## config.mk

```make
export PLATFORM = sky130hd
export DESIGN_NAME = rs232_reg_responder
export DESIGN_NICKNAME = d
export VERILOG_FILES = /design/src/rtl/rs232_reg_responder.sv
export SDC_FILE = /design/constraint.sdc
export NUM_CORES = 2
export LEC_CHECK = 0
export CORE_UTILIZATION = 43
export DETAILED_ROUTE_END_ITERATION = 7
export HOLD_SLACK_MARGIN = 0.12
export PLACE_DENSITY_LB_ADDON = 0.25
export SLEW_MARGIN = 30
export SYNTH_ARGS = -nofsm -noshare
export SYNTH_HDL_FRONTEND = slang
export SYNTH_SLANG_ARGS = --single-unit
```

## constraint.sdc

```tcl
create_clock -name CLK_50MHZ -period 3.2 [get_ports CLK_50MHZ]
set_input_delay 0.48 -clock CLK_50MHZ [delete_from_list [all_inputs] [get_ports CLK_50MHZ]]
set_output_delay 0.48 -clock CLK_50MHZ [all_outputs]
set_load 0.005 [all_outputs]
```

## src/rtl/rs232_reg_responder.sv

```systemverilog
// Host RS232 register-protocol responder: parses flow/addr/data frames from the UART
// receiver, executes writes into a 256x8 register file and answers reads over the UART transmitter.
module rs232_reg_responder #(
    parameter int TIMEOUT_CYC = 100000,
    parameter int ERR_W       = 8
) (
    input  logic             CLK_50MHZ,
    input  logic             RST,
    input  logic [7:0]       RX_DATA,
    input  logic             RX_DONE,
    input  logic             TX_BUSY,
    output logic [7:0]       TX_DATA,
    output logic             TX_TRG,
    output logic             WR_STB,
    input  logic [7:0]       LOC_ADDR,
    output logic [7:0]       LOC_DATA,
    output logic [ERR_W-1:0] ERR_CNT
);

    localparam int CNT_W = $clog2(TIMEOUT_CYC + 1);
    localparam logic [7:0] FLOW_WR = 8'h00;
    localparam logic [7:0] FLOW_RD = 8'h01;

    typedef enum logic [2:0] {IDLE, GET_ADDR, GET_DATA, EXEC, SEND} state_t;

    state_t             state_q, state_d;
    logic               isRead_q, isRead_d;
    logic [7:0]         addr_q, addr_d;
    logic [7:0]         data_q, data_d;
    logic [CNT_W-1:0]   cnt_q, cnt_d;
    logic [ERR_W-1:0]   errCnt_q, errCnt_d;
    logic [7:0]         txData_q, txData_d;
    logic               txTrg_q, txTrg_d;
    logic [7:0]         mem_q [256];
    logic [7:0]         locData_q;
    logic               errInc;
    logic               memWe;

    always_comb begin
        state_d  = state_q;
        isRead_d = isRead_q;
        addr_d   = addr_q;
        data_d   = data_q;
        cnt_d    = cnt_q;
        txData_d = txData_q;
        txTrg_d  = 1'b0;
        errInc   = 1'b0;
        memWe    = 1'b0;
        case (state_q)
            IDLE: begin
                if (RX_DONE) begin
                    if (RX_DATA == FLOW_WR || RX_DATA == FLOW_RD) begin
                        isRead_d = (RX_DATA == FLOW_RD);
                        cnt_d    = '0;
                        state_d  = GET_ADDR;
                    end else begin
                        errInc = 1'b1;
                    end
                end
            end
            // A byte landing on the timeout cycle is still accepted.
            GET_ADDR: begin
                if (RX_DONE) begin
                    addr_d  = RX_DATA;
                    cnt_d   = '0;
                    state_d = GET_DATA;
                end else if (cnt_q == CNT_W'(TIMEOUT_CYC)) begin
                    errInc  = 1'b1;
                    state_d = IDLE;
                end else begin
                    cnt_d = cnt_q + 1'b1;
                end
            end
            GET_DATA: begin
                if (RX_DONE) begin
                    data_d  = RX_DATA;
                    state_d = EXEC;
                end else if (cnt_q == CNT_W'(TIMEOUT_CYC)) begin
                    errInc  = 1'b1;
                    state_d = IDLE;
                end else begin
                    cnt_d = cnt_q + 1'b1;
                end
            end
            EXEC: begin
                errInc = RX_DONE;
                if (isRead_q) begin
                    txData_d = mem_q[addr_q];
                    state_d  = SEND;
                end else begin
                    memWe   = 1'b1;
                    state_d = IDLE;
                end
            end
            SEND: begin
                errInc = RX_DONE;
                if (!TX_BUSY) begin
                    txTrg_d = 1'b1;
                    state_d = IDLE;
                end
            end
            default: state_d = IDLE;
        endcase
        errCnt_d = (errInc && errCnt_q != '1) ? errCnt_q + 1'b1 : errCnt_q;
    end

    always_ff @(posedge CLK_50MHZ or negedge RST) begin
        if (!RST) begin
            state_q  <= IDLE;
            isRead_q <= 1'b0;
            addr_q   <= '0;
            data_q   <= '0;
            cnt_q    <= '0;
            errCnt_q <= '0;
            txData_q <= '0;
            txTrg_q  <= 1'b0;
        end else begin
            state_q  <= state_d;
            isRead_q <= isRead_d;
            addr_q   <= addr_d;
            data_q   <= data_d;
            cnt_q    <= cnt_d;
            errCnt_q <= errCnt_d;
            txData_q <= txData_d;
            txTrg_q  <= txTrg_d;
        end
    end

    // Register file plus the independent registered local read port.
    always_ff @(posedge CLK_50MHZ or negedge RST) begin
        if (!RST) begin
            for (int i = 0; i < 256; i++) begin
                mem_q[i] <= '0;
            end
            locData_q <= '0;
        end else begin
            if (memWe) begin
                mem_q[addr_q] <= data_q;
            end
            locData_q <= mem_q[LOC_ADDR];
        end
    end

    assign TX_DATA  = txData_q;
    assign TX_TRG   = txTrg_q;
    assign WR_STB   = memWe;
    assign LOC_DATA = locData_q;
    assign ERR_CNT  = errCnt_q;

endmodule

```

# --- After elaboration in Yosys (flattened, before gate mapping) ---
# Cells that the tools add are included.
word_totals:
  out_inout_bits: 26
  elab_cells: 329
  ff_bits: 2110
classes:
  n_bitwise: 2
  muxes: 32
  reduce_logical: 14
  n_lt_le_gt_ge: 3
  add_sub_neg: 2
  n_eq_ne: 11
ops:
  columns: ["cell", "n"]
  rows:
  - ["$bwmux 2048", 1]
  - ["$bmux 8 s8", 2]
  - ["$mux 17", 5]
  - ["$demux 8 s8", 1]
  - ["$pmux 17 s3", 1]
  - ["$mux 8", 5]
  - ["$mux 3", 7]
  - ["$ge 9x9->1 const B", 2]
  - ["$not 8->9", 2]
  - ["$add 17x1->17 const B", 1]
  - ["$eq 17x17->1 const B", 1]
  - ["$pmux 3 s5", 1]
  - ["$lt 9x1->1 const B", 1]
  - ["$add 8x1->8 const B", 1]
  - ["$eq 8x1->1 const B", 1]
  - ["$logic_not 8->1", 1]
  - ["$mux 1", 8]
  - ["$ne 2x2->1 const B", 4]
  - ["$ne 8x8->1 const B", 1]
  - ["$eq 3x2->1 const B", 2]
  - ["$reduce_and 2->1", 3]
  - ["$reduce_and 3->1", 2]
  - ["$reduce_and 4->1", 1]
  - ["$reduce_or 2->1", 2]
  - ["7 further kinds", 8]

# --- Logic depth before layout (Yosys ltp) ---
logic_depth:
  ltp_word: 6
  depth_mapped: 13
  ltp_nobuf: 9

# --- Least setup slack after synthesis ---
# OpenSTA, ideal clock, no wires.
synth_path:
  kind: "input to register"
  start: "in LOC_ADDR[1]"
  end: "reg locData_q[5], in the netlist LOC_DATA[5]"
  slack_ns: 0.423
  setup_time_ns: 0.129
  n_path_buf: 4
  t_arrival_ns: 2.648
  path_stages: 9
  cell_sequence: "buf_2 buf_4 buf_2 buf_1 mux4_2 mux4_2 mux2_2 a221oi_1 nor3_1"
synth_via:
  elab_chain_cells: 4
synth_rtl:
  columns: ["item", "line", "rtl"]
  rows:
  - ["start: declaration", "15", "input logic [7:0] LOC_ADDR,"]
  - ["$not 8->9 (implied by the code)", "140", "locData_q <= mem_q[LOC_ADDR];"]
  - ["$bmux 8 s8", "140", null]
  - ["$mux 8 (implied by the code) (2 in a row)", "140", null]
  - ["end signal: assignment", "140", null]
  - ["end: declaration", "35", "logic [7:0] locData_q;"]
# No other way between the ends. The select of a mux whose other input is x is not followed.
# A chain may end at the register's enable or synchronous reset.

# --- Worst setup path after layout ---
layout_path:
  start: "reg addr_q[0]"
  end: "reg txData_q[5], in the netlist TX_DATA[5]"
layout_via:
  elab_chain_cells: 4
layout_rtl:
  columns: ["item", "line", "rtl"]
  rows:
  - ["start: declaration", "28", "logic [7:0] addr_q, addr_d;"]
  - ["start signal: assignment", "120", "addr_q <= addr_d;"]
  - ["$not 8->9 (implied by the code)", "88", "txData_d = mem_q[addr_q];"]
  - ["$bmux 8 s8", "88", null]
  - ["$mux 8 (implied by the code) (2 in a row)", "88", null]
  - ["end signal: assignment", "124", "txData_q <= txData_d;"]
  - ["end: declaration", "32", "logic [7:0] txData_q, txData_d;"]
# No other way between the ends. The select of a mux whose other input is x is not followed.

==> key figures <==
Yosys
  – Post-synth top area share: a little under half
  – Syn avg cell area: 15.2 µm²
  – Share of synthesized registers carrying an async set or reset: 100%
  – Part of the Yosys area used for sequential elements: between 40% and 50%
  – Count of synthesis-stage warnings from yosys: 0
  – Netlist area before placement: ~110000 µm²
  – Number of distinct standard cells referenced by the synthesized netlist: 70
  – Post-synthesis net count: 7456
  – Most area-hungry cell type in the Yosys netlist: sky130_fd_sc_hd__dfrtp_1
  – Main area contributors after synthesis: sky130_fd_sc_hd__dfrtp_1, sky130_fd_sc_hd__mux4_2, sky130_fd_sc_hd__mux2_2
  – Number of instances in the synthesized netlist: 7433
  – Number of enable-type register cells in the synthesized netlist: 0
  – Top flip-flop cell by instance count after synthesis: sky130_fd_sc_hd__dfrtp_1
  – Flops & latches, synth: ~2100

Clock network
  – Number of buffers on the longest clock path: 4
  – Clock network latency to the later pin of the worst-skew pair: 0.95 ns
  – Total clock buffers created by CTS: between 200 and 250
  – Clock Root Buffer: sky130_fd_sc_hd__clkbuf_16
  – Total clock sinks: 2110
  – Clock tree from TritonCTS: built
  – Max H-tree Level: 4
  – Register clock-pin slew on the reported worst setup and hold paths: approximately 0.060 ns

Setup path
  – Destination of the worst register-to-register timing path: TX_DATA[5]
  – Element type at the critical path start: register
  – Highest-delay cell along the critical path: sky130_fd_sc_hd__mux4_2
  – Maximum cell stage delay along the critical path: roughly 0.57 ns
  – Top fanout value on the critical path: 10
  – Class of the most critical setup path: register to register
  – Most prevalent standard cell on the critical path: sky130_fd_sc_hd__mux4_2
  – Worst EP required: 3.99 ns
  – Reg2Reg Depth: 8
  – Signal arrival time at the worst endpoint: 3.98 ns
  – Crit end category: register
  – Worst reg2reg path startpoint: addr_q[0]
  – Worst setup slack for register-to-register paths: 0.007 ns
  – Sequence of cells on the critical path: buf_12 > buf_16 > buf_6 > mux4_2 > mux4_2 > nand3_1 > a41o_2 > a41oi_1

Placement
  – Worst-case setup slack after placement: -0.379 ns
  – Number of port buffers: 45
  – Final HPWL DP: 297 mm
  – GPL Wtd Cong: 0.978

STA
  – Fmax: around 310 MHz
  – Time the final worst path needs with I/O delays and setup: 3.19 ns
  – Slack of the critical path: 0.00654 ns
  – Setup Viol. Count Final: 0
  – Final Hold Violating Endpoints: 0
  – Worst slew margin relative to its limit: about 30%
  – Slew of the pin with the lowest slew margin: between 1 and 1.5 ns
  – Unrepaired setup endpoints after global routing: yes
  – Post-route fraction of the period consumed by the critical path: 99.8%
  – Number of max-slew violations in the final report: 0
  – Final Skew: 0.107 ns
  – Post-route setup TNS: 0 ns

Power and ir drop
  – Pleak: 61.6 nW
  – Power density relative to cell area: 641 nW/µm²
  – Total Power: 0.0859 W
  – Int Pwr: 0.0545 W
  – Part of the power in registers: roughly a third
  – Sw frac: a little over a third
  – Switching Power: ~0.031 W
  – Maximum vdd drop: 668 µV
  – Fraction of power consumed by the clock network: 33.6%
  – Combinational cell fraction of total power: 32.1%

Floorplan
  – Initial core utilization: 43.3%
  – Die W: 514 µm
  – Number of top-level pins: between 40 and 50
  – Height of the chip: 514 µm
  – Std-Cell Rows: ~190
  – Die Footprint: 264000 µm²
  – Standard cell core area: 260000 µm²

Detailed routing
  – Drt wl/cell: approximately 36 µm
  – First-pass detailed-route iteration total: 7
  – Initial DRC Count: ~8500
  – Number of design rule violations left after detail routing: 0
  – Routed Wire Length: 421 mm
  – Via Count: between 70000 and 80000
  – Number of antenna-violating nets in the routed design: 0
  – Detail-routed via count per cell: approximately 6.5

Global route
  – Largest net degree at the start of global routing: roughly 160
  – Global-route wire length before repair: ~600 mm
  – Number of global-route vias before repair: a little under 80000
  – Congestion Overflow GR: 0
  – Total track usage: a little under a third
  – Number of antenna violations at the first check in global routing: 23

Layout
  – Share of post-route cells with drive strength above 1: between 50% and 60%
  – Final core utilization: 51.5%
  – Area growth from synthesis to layout: 18.7%
  – Nets: 8094

Hold path
  – Class of the tightest hold or removal check: primary input to async pin

Run status
  – Run status: complete, no violations

Flow run
  – Maximum Capacitance Violations: 0
[power groups by stage]
stage                     Sequential [W]  Clock, W  Combinational, W
after floorplan                   0.0284         0            0.0135
after global placement            0.0299         0            0.0261
after detailed placement          0.0300         0            0.0263
after CTS                         0.0294    0.0292            0.0266
after global routing              0.0295    0.0302            0.0281
final                             0.0295    0.0288            0.0276
[layer usage]
layer | GRT usage [%] | part of all wire [%] | up-vias
met5 | 0 | 0.019 | -
met4 | 16.8 | 6.1 | 12
met3 | 7.03 | 9.3 | 929
met2 | 47.7 | 45 | 3889
met1 | 43.5 | 40 | 41800
li1 | - | - | 30300
[worst max-delay path by stage]
stage | start | endpoint | slack, ns | depth (start not counted)
floorplan | LOC_ADDR[1] | LOC_DATA[5] | 0.42 | 9
finish | addr_q[0] | TX_DATA[5] | 0.007 | 8
CTS | addr_q[0] | TX_DATA[4] | -0.02 | 11
global placement | addr_q[0] | TX_DATA[1] | -0.37 | 8
global route | addr_q[0] | TX_DATA[4] | -0.01 | 11
detailed placement | addr_q[0] | TX_DATA[1] | -0.38 | 8
[synth_stat cells, types with 26 or more instances]
master and instances:
sky130_fd_sc_hd__nor2_1 102, sky130_fd_sc_hd__o21ai_0 37, sky130_fd_sc_hd__buf_1 26, sky130_fd_sc_hd__buf_4 61, sky130_fd_sc_hd__o211ai_1 33, sky130_fd_sc_hd__nor3_1 28
sky130_fd_sc_hd__buf_2 179, sky130_fd_sc_hd__mux2i_1 198, sky130_fd_sc_hd__mux2_2 2086, sky130_fd_sc_hd__a21oi_1 62, sky130_fd_sc_hd__nand3_1 76, sky130_fd_sc_hd__nand2_1 448
sky130_fd_sc_hd__a221oi_1 35, sky130_fd_sc_hd__dfrtp_1 2110, sky130_fd_sc_hd__a22oi_1 77, sky130_fd_sc_hd__nand4_1 33, sky130_fd_sc_hd__mux4_2 1073, sky130_fd_sc_hd__clkbuf_1 371
[through the flow]
stage          instance area (µm²)  instances  hold slack (ns)
2_1_floorplan               113000       7433            0.184
3_3_place_gp                125000      11300            0.450
3_5_place_dp                125000      11300            0.448
5_1_grt                     134000      11800            0.167
6_report                    134000      11800            0.159
4_1_cts                     134000      11700            0.122
[state kept, by name, indices dropped and copies added, names as in the netlist]
register and flops:
isRead_q 1, state_q 3, ERR_CNT 8, data_q 8, cnt_q 17, addr_q 8
TX_DATA 8, TX_TRG 1, LOC_DATA 8, mem_q 2048
[worst max-delay path: cells and delay by family (launching register included)]
family | cells | cell delay [ns]
buffers and inverters | 3 | 0.62
DFF | 1 | 0.48
muxes | 2 | 1.13
AOI/OAI and AO/OA | 2 | 0.54
and+or+nand+nor | 1 | 0.22
[logic make-up after synthesis]
| family | count (synthesis) | synth area share [%] |
|---|---|---|
| fa+ha+maj | 3 | 0.0333 |
| flops | 2110 | 46.8 |
| simple gates | 849 | 3.51 |
| xor+xnor | 19 | 0.148 |
| compound gates | 421 | 2.70 |
| mux | 3357 | 44.0 |
| buf+inv | 674 | 2.77 |
[area by class of cell]
type                    instances  area [µm²]
diodes                          4        10.0
clock buffers                 349        6960
clock inverters                84        1230
fillers                     21700      126000
inverters                      19        77.6
multi-input cells            4649       57300
flip-flops and latches       2110       52800
well taps                    3496        4370
repair buffers               1054       11100
[cells in the final DEF (no fill, tap or decap), types with 13 or more instances in the layout]
| cell | n |
|---|---|
| sky130_fd_sc_hd__o21ai_0 | 34 |
| sky130_fd_sc_hd__mux2i_1 | 198 |
| sky130_fd_sc_hd__buf_4 | 763 |
| sky130_fd_sc_hd__xor2_1 | 16 |
| sky130_fd_sc_hd__clkdlybuf4s50_1 | 37 |
| sky130_fd_sc_hd__bufinv_16 | 24 |
| sky130_fd_sc_hd__o211ai_1 | 33 |
| sky130_fd_sc_hd__nand2b_1 | 17 |
| sky130_fd_sc_hd__nand2_1 | 448 |
| sky130_fd_sc_hd__a21oi_1 | 59 |
| sky130_fd_sc_hd__a221oi_1 | 34 |
| sky130_fd_sc_hd__nor3_1 | 27 |
| sky130_fd_sc_hd__nor2_2 | 33 |
| sky130_fd_sc_hd__mux4_2 | 1073 |
| sky130_fd_sc_hd__clkbuf_8 | 61 |
| sky130_fd_sc_hd__and3_1 | 17 |
| sky130_fd_sc_hd__a31oi_1 | 23 |
| sky130_fd_sc_hd__clkbuf_1 | 51 |
| sky130_fd_sc_hd__nand3_1 | 74 |
| sky130_fd_sc_hd__dfrtp_1 | 2095 |
| sky130_fd_sc_hd__a22oi_1 | 75 |
| sky130_fd_sc_hd__clkinv_2 | 39 |
| sky130_fd_sc_hd__a211oi_1 | 15 |
| sky130_fd_sc_hd__clkbuf_16 | 241 |
| sky130_fd_sc_hd__o2111ai_1 | 16 |
| sky130_fd_sc_hd__nor2_1 | 87 |
| sky130_fd_sc_hd__nand4_1 | 33 |
| sky130_fd_sc_hd__o22ai_1 | 20 |
| sky130_fd_sc_hd__buf_12 | 230 |
| sky130_fd_sc_hd__mux2_2 | 2086 |
| sky130_fd_sc_hd__nor2b_1 | 16 |
| sky130_fd_sc_hd__a32oi_1 | 13 |
[what timing repair did]
action | in CTS | in global routing
setup buffers | 6 | 15
hold buffers | 2 | 0
pin swaps | 0 | 9
resized for setup | 24 | 28
gates cloned | 0 | 4
setup endpoints to repair | 15 | 8
endpoints found under the hold margin | 1019 | 0
No activity file was read; power rests on OpenSTA's default activity.
